File: config.mk
export PLATFORM = sky130hd
export DESIGN_NAME = boa_stage_mem
export DESIGN_NICKNAME = d
export VERILOG_FILES = /design/src/rtl/boa_stage_mem.sv
export SDC_FILE = /design/constraint.sdc
export NUM_CORES = 1
export LEC_CHECK = 0
export CAP_MARGIN = 25
export CELL_PAD_IN_SITES_DETAIL_PLACEMENT = 1
export CELL_PAD_IN_SITES_GLOBAL_PLACEMENT = 2
export CORE_MARGIN = 5
export CORE_UTILIZATION = 18
export CTS_CLUSTER_SIZE = 20
export DETAILED_ROUTE_END_ITERATION = 16
export PLACE_DENSITY = 0.77
export SETUP_SLACK_MARGIN = 0.3
export SLEW_MARGIN = 20
export SYNTH_ARGS = -nofsm -noshare
export SYNTH_HDL_FRONTEND = slang
export SYNTH_SLANG_ARGS = --single-unit
export TNS_END_PERCENT = 10
File: constraint.sdc
create_clock -name clk -period 1.9 [get_ports clk]
set_input_delay 0.38 -clock clk [delete_from_list [all_inputs] [get_ports clk]]
set_output_delay 0.38 -clock clk [all_outputs]
set_load 0.005 [all_outputs]
File: src/rtl/boa_stage_mem.sv
// Boa32 MEM stage: turns EX/MEM into MEM/WB, running LOAD/STORE accesses on a
// single-port wait-state bus, with alignment/fault traps, stall requests and forwarding.
module boa_stage_mem (
   input  logic        clk,
   input  logic        rst,
   input  logic        clear,
   input  logic        d_valid,
   input  logic [31:1] d_pc,
   input  logic [31:0] d_insn,
   input  logic        d_use_rd,
   input  logic [31:0] d_rs1_val,
   input  logic [31:0] d_rs2_val,
   input  logic        d_trap,
   input  logic [3:0]  d_cause,
   output logic        q_valid,
   output logic [31:1] q_pc,
   output logic [31:0] q_insn,
   output logic        q_use_rd,
   output logic [31:0] q_rd_val,
   output logic        q_trap,
   output logic [3:0]  q_cause,
   output logic        bus_re,
   output logic [3:0]  bus_we,
   output logic [29:0] bus_addr,
   output logic [31:0] bus_wdata,
   input  logic        bus_ready,
   input  logic        bus_err,
   input  logic [31:0] bus_rdata,
   output logic        stall_req,
   input  logic        fw_stall_mem,
   input  logic        fw_rs2,
   input  logic [31:0] fw_in,
   output logic        fw_rd,
   output logic [31:0] fw_out
);
   typedef enum logic [1:0] {IDLE, BUSY, HOLD} state_t;

   state_t      state;
   logic        drop;
   logic        hold_fault;
   logic [31:0] hold_val;

   logic [2:0]  f3;
   logic [1:0]  off;
   logic        is_load, is_store, aligned, misalign, need, req, done;
   logic [31:0] store_data, ld_shift, ld_data, rd_val;
   logic [15:0] ld_half;
   logic        trap_val;
   logic [3:0]  cause_val;

   always_comb begin
      f3       = d_insn[14:12];
      off      = d_rs1_val[1:0];
      is_load  = d_insn[6:0] == 7'b0000011;
      is_store = d_insn[6:0] == 7'b0100011;
      case (f3[1:0])
         2'd0:    aligned = 1'b1;
         2'd1:    aligned = !off[0];
         default: aligned = off == 2'b00;
      endcase
      misalign = d_valid && (is_load || is_store) && !d_trap && !aligned;
      need     = d_valid && (is_load || is_store) && !d_trap && aligned && !clear;
      // BUSY keeps requesting even under clear: the bus cannot abandon an access
      req       = (state == IDLE && need) || state == BUSY;
      done      = req && bus_ready;
      stall_req = req && !bus_ready;

      store_data = fw_rs2 ? fw_in : d_rs2_val;
      bus_addr   = d_rs1_val[31:2];
      bus_re     = req && is_load;
      bus_we     = 4'b0000;
      case (f3[1:0])
         2'd0:    bus_wdata = {4{store_data[7:0]}};
         2'd1:    bus_wdata = {2{store_data[15:0]}};
         default: bus_wdata = store_data;
      endcase
      if (req && is_store) begin
         case (f3[1:0])
            2'd0:    bus_we = 4'b0001 << off;
            2'd1:    bus_we = 4'b0011 << off;
            default: bus_we = 4'b1111;
         endcase
      end

      ld_shift = bus_rdata >> {off, 3'b000};
      ld_half  = off[1] ? bus_rdata[31:16] : bus_rdata[15:0];
      case (f3)
         3'b000:  ld_data = {{24{ld_shift[7]}}, ld_shift[7:0]};
         3'b100:  ld_data = {24'h0, ld_shift[7:0]};
         3'b001:  ld_data = {{16{ld_half[15]}}, ld_half};
         3'b101:  ld_data = {16'h0, ld_half};
         default: ld_data = bus_rdata;
      endcase

      rd_val    = (state == HOLD) ? hold_val : (is_load ? ld_data : d_rs1_val);
      trap_val  = (state == HOLD) ? hold_fault : (d_trap || misalign || (done && bus_err));
      cause_val = d_trap ? d_cause : misalign ? (is_store ? 4'd6 : 4'd4)
                                              : (is_store ? 4'd7 : 4'd5);
      fw_rd  = d_valid && d_use_rd && !d_trap && (!is_load || done || state == HOLD);
      fw_out = rd_val;
   end

   always_ff @(posedge clk) begin
      if (rst) begin
         state      <= IDLE;
         drop       <= 1'b0;
         hold_val   <= '0;
         hold_fault <= 1'b0;
         q_valid    <= 1'b0;
         q_pc       <= '0;
         q_insn     <= '0;
         q_use_rd   <= 1'b0;
         q_rd_val   <= '0;
         q_trap     <= 1'b0;
         q_cause    <= '0;
      end else begin
         case (state)
            IDLE: begin
               if (need && !bus_ready) state <= BUSY;
               else if (need && fw_stall_mem) begin
                  state      <= HOLD;
                  hold_val   <= rd_val;
                  hold_fault <= bus_err;
               end
            end
            BUSY: begin
               if (bus_ready) begin
                  drop <= 1'b0;
                  if (drop || clear) state <= IDLE;
                  else if (fw_stall_mem) begin
                     state      <= HOLD;
                     hold_val   <= rd_val;
                     hold_fault <= bus_err;
                  end else state <= IDLE;
               end else if (clear) drop <= 1'b1;
            end
            HOLD:    if (clear || !fw_stall_mem) state <= IDLE;
            default: state <= IDLE;
         endcase

         // a flushed access still completes on the bus, but never writes back
         if (clear || (state == BUSY && drop)) begin
            q_valid <= 1'b0;
            q_trap  <= 1'b0;
         end else if (!fw_stall_mem) begin
            if (stall_req) begin
               q_valid <= 1'b0;
               q_trap  <= 1'b0;
            end else begin
               q_valid  <= d_valid;
               q_pc     <= d_pc;
               q_insn   <= d_insn;
               q_use_rd <= d_use_rd;
               q_rd_val <= rd_val;
               q_trap   <= trap_val;
               q_cause  <= cause_val;
            end
         end
      end
   end
endmodule
==> reports/metrics.csv, run 1 <==
metric,value,unit
ant_nets,0,
crit_path_end_kind,primary output,
crit_slowest_cell,nand4bb_4,
drc,0,
total_leakage_power,7.47,nW
first_iter_violations,475,
setup_viol,57,
wl_per_cell,21.4,µm
ff2ff_path_depth,16,
die_h,214,µm
hpwl,33.2,mm
worstPathArrival,1960,ps
final_cell_count_no_fill,2191,
n_antenna_cell,0,
dp_slack,-1380,ps
holdPathEnd,q_insn[0],
seqPwrFrac,0.335,
worst_pin_slew,599,ps
fin_crit_sh,1.23,
antenna_found_initial,4,
postCtsHoldBufs,0,
h-tree-depth,4,
layout.nets,1852,
insertion_delay,440,ps
synth-seq-cells,138,
synth_cell_types,53,
clock_sinks,138,
viasPerCell,4.61,
dp_cells,2032,
hold_viol_final,0,
clk_pin_slew,60,ps
p_sw_frac,0.276,
cts_root_buf,clkbuf_16,
fin_crit,2340,ps
outcome,"complete, but fails checks",
maxCapViolations,0,
setup_slack,-443,ps
p_switching,2.51,mW
synth_most_common_cell,nand2_1,
cp-start-kind,input port,
power_density,561,nW/µm²
async_flop_share,0,
syn_area_per_cell,7.33,µm²
reg2reg_slack,-390,ps
gp_congestion,0.878,
yosysWarningCount,0,
clock-skew-final,9.19,ps
crit_top_cell,buf_6,
cpLargestDelayFamily,buffers and inverters,
pwr-share-clk,0.415,
synth_common_cells,"nand2_1, a21oi_1, dfxtp_1, nor2_1, buf_4",
row_count,74,
core,41000,µm²
grt_start_max_net_pins,49,
synth_nets,1228,
hold_depth,3,
die_w,214,µm
crit_chain,buf_6 -> buf_6 -> nand4bb_4 -> buf_6 -> nor3_4 -> buf_4 -> buf_6 -> buf_16 -> nand4_1 -> and2_1 -> buf_2,
ys_top_cells_by_area,"dfxtp_1, a21oi_1, nand2_1",
grt_pass1_wl,68.4,mm
hp-start,d_insn[0],
synthToLayoutAreaGrowth,116,%
vias,10110,
r2r_start,state[1],
synth.top_cell.area_share,0.368,
wl,46.9,mm
syn-cell-area,7500,µm²
portBuffers,407,
rsz0062_at_grt,true,
drtPass1Iterations,5,
path_class,input port to primary output,
pin_count,408,
crit_fanout,8,
final_layout_size_suffix_gt1_frac,0.400,
syn-instance-count,1023,
yosys.area.top_type,dfxtp_1,
failed_checks,setup timing,
synth_edf_count,0,
die_area,45900,µm²
cts_made_buffers,17,
gr-total-overflow,0,
hp-class,input port to flop,
irDropWorstVdd,0.649,mV
path_buf_inv,7,
critPathMaxStageDelay,210,ps
internal_power,6.58,mW
yosys_most_used_dff,dfxtp_1,
p_comb_frac,0.250,
cts_tree,built,
synth_seq_area_share,0.368,
start_util,0.183,
max_freq,0.427,GHz
max_slew_margin,0.601,
r2r-end,q_rd_val[24],
maxSlewViolCount,0,
grt.total_usage,0.193,
clockBufferDepth,2,
total_power,9.09,mW
cp.required,1520,ps
grt_pass1_vias,10770,
-- state kept, by name (all words and copies together) (netlist names) --
| register | cells |
|---|---|
| q_pc | 31 |
| hold_val | 32 |
| q_trap | 1 |
| state | 2 |
| q_valid | 1 |
| drop | 1 |
| q_rd_val | 32 |
| q_cause | 4 |
| q_use_rd | 1 |
| hold_fault | 1 |
| q_insn | 32 |
-- worst reg2reg max path, cell delays in order, from the launching register on --
cell and delay (ps):
dfxtp_4 350, nor2b_4 150, nor3_4 150, buf_4 140, buf_6 110, buf_16 130
nand4_1 130, buf_4 180, buf_6 100, buf_6 100, buf_6 100, buf_6 110
buf_6 100, buf_6 100, buf_6 110, nand3_2 60, a21oi_2 50
-- how the worst max path moves through the flow --
stage | cells past startpoint | endpoint | slack, ps | from
finish | 11 | fw_out[24] | -440 | d_insn[3]
global route | 11 | fw_out[24] | -510 | d_insn[3]
CTS | 8 | fw_out[29] | -400 | state[1]
detailed placement | 5 | fw_out[14] | -1380 | d_rs1_val[1]
global placement | 5 | fw_out[14] | -1360 | d_rs1_val[1]
floorplan | 6 | fw_out[16] | -80 | d_insn[4]
-- logic make-up (layout without fill, tap and decap cells) --
| group | after synthesis | count (layout) | synth area share |
|---|---|---|---|
| mux | 43 | 44 | 0.0619 |
| compound gates | 258 | 258 | 0.206 |
| buf+inv | 134 | 769 | 0.0965 |
| flops | 138 | 138 | 0.368 |
| simple gates | 450 | 450 | 0.267 |
-- power groups by stage --
stage	Clock [mW]	Combinational [mW]	Sequential, mW
global route	4.01	2.42	3.06
finish	3.77	2.27	3.04
global placement	0	2.07	3.11
detailed placement	0	2.09	3.12
floorplan	0	0.670	3.12
CTS	3.90	2.18	3.04
-- cell usage in the layout, fill, tap and decap left out, types with 18 or more instances in the layout --
| cell type | count |
|---|---|
| buf_4 | 193 |
| nand2_1 | 184 |
| clkdlybuf4s50_1 | 149 |
| dfxtp_1 | 136 |
| buf_6 | 112 |
| dlygate4sd2_1 | 107 |
| nor2_1 | 94 |
| a21oi_1 | 91 |
| a21oi_2 | 67 |
| buf_2 | 59 |
| dlymetal6s2s_1 | 47 |
| buf_12 | 26 |
| mux2i_1 | 21 |
| nor3_1 | 19 |
| o211ai_1 | 18 |
-- layer usage --
layer	vias to the layer above	global-route usage	routed length, µm
li1	4757	-	-
met1	4975	0.223	18900
met2	313	0.342	24000
met3	57	0.0620	3090
met4	8	0.0567	888
met5	-	0	55
-- layout make-up --
type / count / area (µm²)
Timing Repair Buffer: 721 / 6960
Sequential cell: 138 / 2770
Tap cell: 532 / 666
Multi-Input combinational cell: 752 / 5110
Fill cell: 4759 / 24800
Clock inverter: 12 / 198
Inverter: 17 / 63.8
Clock buffer: 19 / 443
-- stage by stage --
step	cell area, µm²	hold slack, ps	util	setup TNS, ps
2_1_floorplan	7570	437	-	-1070
3_3_place_gp	13200	441	0.323	-164420
3_5_place_dp	13200	447	0.323	-173630
4_1_cts	15400	229	0.376	-17200
5_1_grt	16200	254	0.395	-22110
6_report	16200	255	0.395	-17150
-- what timing repair did --
action | CTS | global route
setup buffers | 106 | 14
pin swaps | 99 | 71
cloned | 8 | 0
gates resized for setup | 719 | 210
endpoints found under the setup margin | 340 | 241
(Power assumes the default switching activity.)
==> inputs of run 2 (changes only) <==
- TNS_END_PERCENT: 10 -> not set
==> run 2 against run 1 <==
  * The flow still finishes with violations (setup timing)
  * Global-route usage increased by 1.6 points
  * Clock-buffer cell count down 1
  * Sequential share of layout area down 3.0 points
  * Critical path type is now input port to flop
  * Largest power group unchanged
==> reports/metrics.csv, run 2 (synthesized netlist as in run 1, its figures left out) <==
metric,value,unit,change
p_switching,2.98,mW,was 2.51 mW
core,41000,µm²,unchanged
failed_checks,setup timing,,unchanged
cts_tree,built,,unchanged
grt_pass1_wl,74.1,mm,was 68.4 mm
rsz0062_at_grt,true,,unchanged
irDropWorstVdd,0.620,mV,was 0.649 mV
crit_path_end_kind,flop,,was primary output
final_common_cell,buf_4,,unchanged
final_cell_mix,"buf_4, clkdlybuf4s50_1, buf_6, a21oi_2, dlymetal6s2s_1",,"was buf_4, nand2_1, clkdlybuf4s50_1, dfxtp_1, buf_6"
worst_pin_slew,518,ps,was 599 ps
gp_congestion,0.802,,was 0.878
cts_root_buf,clkbuf_16,,unchanged
start_util,0.183,,unchanged
internal_power,6.57,mW,was 6.58 mW
antenna_found_initial,4,,unchanged
portBuffers,407,,unchanged
hpwl,33.1,mm,was 33.2 mm
power_density,479,nW/µm²,was 561 nW/µm²
fin_crit,2430,ps,was 2340 ps
cp-start-kind,input port,,unchanged
clock_sinks,138,,unchanged
pin_count,408,,unchanged
p_sw_frac,0.312,,was 0.276
max_slew_margin,0.652,,was 0.601
insertion_delay,460,ps,was 440 ps
viasPerCell,4.71,,was 4.61
grt.total_usage,0.209,,was 0.193
die_h,214,µm,unchanged
setup_viol,184,,was 57
p_comb_frac,0.323,,was 0.250
cts_made_buffers,17,,unchanged
vias,10962,,was 10110
clock-skew-final,12.6,ps,was 9.19 ps
maxSlewViolCount,0,,unchanged
setup_slack,-527,ps,was -443 ps
worstPathArrival,2760,ps,was 1960 ps
cp.required,2230,ps,was 1520 ps
crit_fanout,5,,was 8
final_cell_count_no_fill,2327,,was 2191
first_iter_violations,421,,was 475
total_leakage_power,9.62,nW,was 7.47 nW
synthToLayoutAreaGrowth,166,%,was 116%
wl_per_cell,23.2,µm,was 21.4 µm
die_area,45900,µm²,unchanged
clockBufferDepth,2,,unchanged
seqPwrFrac,0.323,,was 0.335
wl,54.1,mm,was 46.9 mm
final_layout_size_suffix_gt1_frac,0.594,,was 0.400
drc,0,,unchanged
clk_pin_slew,60,ps,about the same
hp-class,input port to flop,,unchanged
top_regs,"hold_val: 32 flops, q_insn: 32 flops, q_rd_val: 32 flops",,unchanged
row_count,74,,unchanged
die_w,214,µm,unchanged
fin_crit_sh,1.28,,was 1.23
layout.nets,1985,,was 1852
path_class,input port to flop,,was input port to primary output
pwr-share-clk,0.354,,was 0.415
gr-total-overflow,0,,unchanged
drtPass1Iterations,5,,unchanged
maxCapViolations,0,,unchanged
postCtsHoldBufs,0,,unchanged
dp_slack,-1290,ps,was -1380 ps
grt_start_max_net_pins,69,,was 49
dp_cells,2041,,was 2032
max_freq,0.412,GHz,was 0.427 GHz
hold_viol_final,0,,unchanged
grt_pass1_vias,11649,,was 10770
ant_nets,0,,unchanged
outcome,"complete, but fails checks",,unchanged
h-tree-depth,4,,unchanged
n_fill_cell,4448,,was 4759
==> run 2: path summary, 6_finish.rpt <==
check / startpoint / endpoint / slack (ps) / cells past startpoint
worst max-delay path: d_insn[6] / q_rd_val[24] / -530 / 19
worst min-delay path: d_insn[2] / q_insn[2] / 200 / 3
worst max register to register: state[1] / q_rd_val[28] / -510 / 18
worst min register to register: q_pc[2] / q_pc[2] / 450 / 2
==> run 2: worst max-delay path: stages <==
cell	delay, ps
buf_2	110
or3_4	410
nor3_4	200
buf_6	130
buf_12	110
buf_8	100
nand4_1	110
buf_4	160
buf_6	100
buf_6	100
buf_6	100
buf_6	100
buf_6	100
buf_6	100
buf_6	100
buf_6	100
buf_6	110
nand3_2	70
a21oi_2	50
==> run 2: power by group through the flow <==
stage	clock network, mW	registers [mW]	logic (mW)
2_1_floorplan	0	3.12	0.770
3_3_place_gp	0	3.11	2.13
3_5_place_dp	0	3.12	2.15
4_1_cts	3.43	3.08	2.81
5_1_grt	3.58	3.10	3.23
6_report	3.38	3.09	3.08
==> run 2: layer usage <==
layer,vias to the layer above,GRT usage,wire length (µm)
li1,5036,-,-
met4,4,0.0852,1970
met2,401,0.375,27800
met5,-,0,27
met1,5415,0.239,21500
met3,106,0.0517,2790
==> run 2: layout make-up <==
class,count,area (µm²),share of cell area
timing repair buffer,854,9300,0.466
multi-input combinational,752,6520,0.327
sequential,138,2820,0.141
tap,532,666,0.0334
clock buffer,18,429,0.0215
clock inverter,14,138,0.00690
inverter,17,63.8,0.00320
antenna,2,5.00,0.000251
==> run 2: metrics by stage <==
stage / utilization / hold WS [ps] / power [mW] / TNS [ps] / cell area (µm²)
6_report: 0.486 / 203 / 9.55 / -44250 / 19900
5_1_grt: 0.486 / 190 / 9.91 / -49660 / 19900
2_1_floorplan: - / 437 / 3.89 / -495 / 8100
3_3_place_gp: 0.333 / 441 / 5.24 / -163980 / 13700
3_5_place_dp: 0.333 / 446 / 5.26 / -169010 / 13700
4_1_cts: 0.440 / 181 / 9.32 / -28190 / 18100
==> run 2: what timing repair did <==
action / in CTS / in global routing
cloned: 26 / 5
pin swaps: 253 / 130
gates resized for setup: 947 / 390
endpoints found under the setup margin: 340 / 338
buffers inserted: 161 / 60
==> inputs of run 3 (changes only) <==
- CTS_CLUSTER_SIZE: 20 -> 30
==> results of run 3 <==
No change in the layout: final DEF, timing and power equal those of run 2.
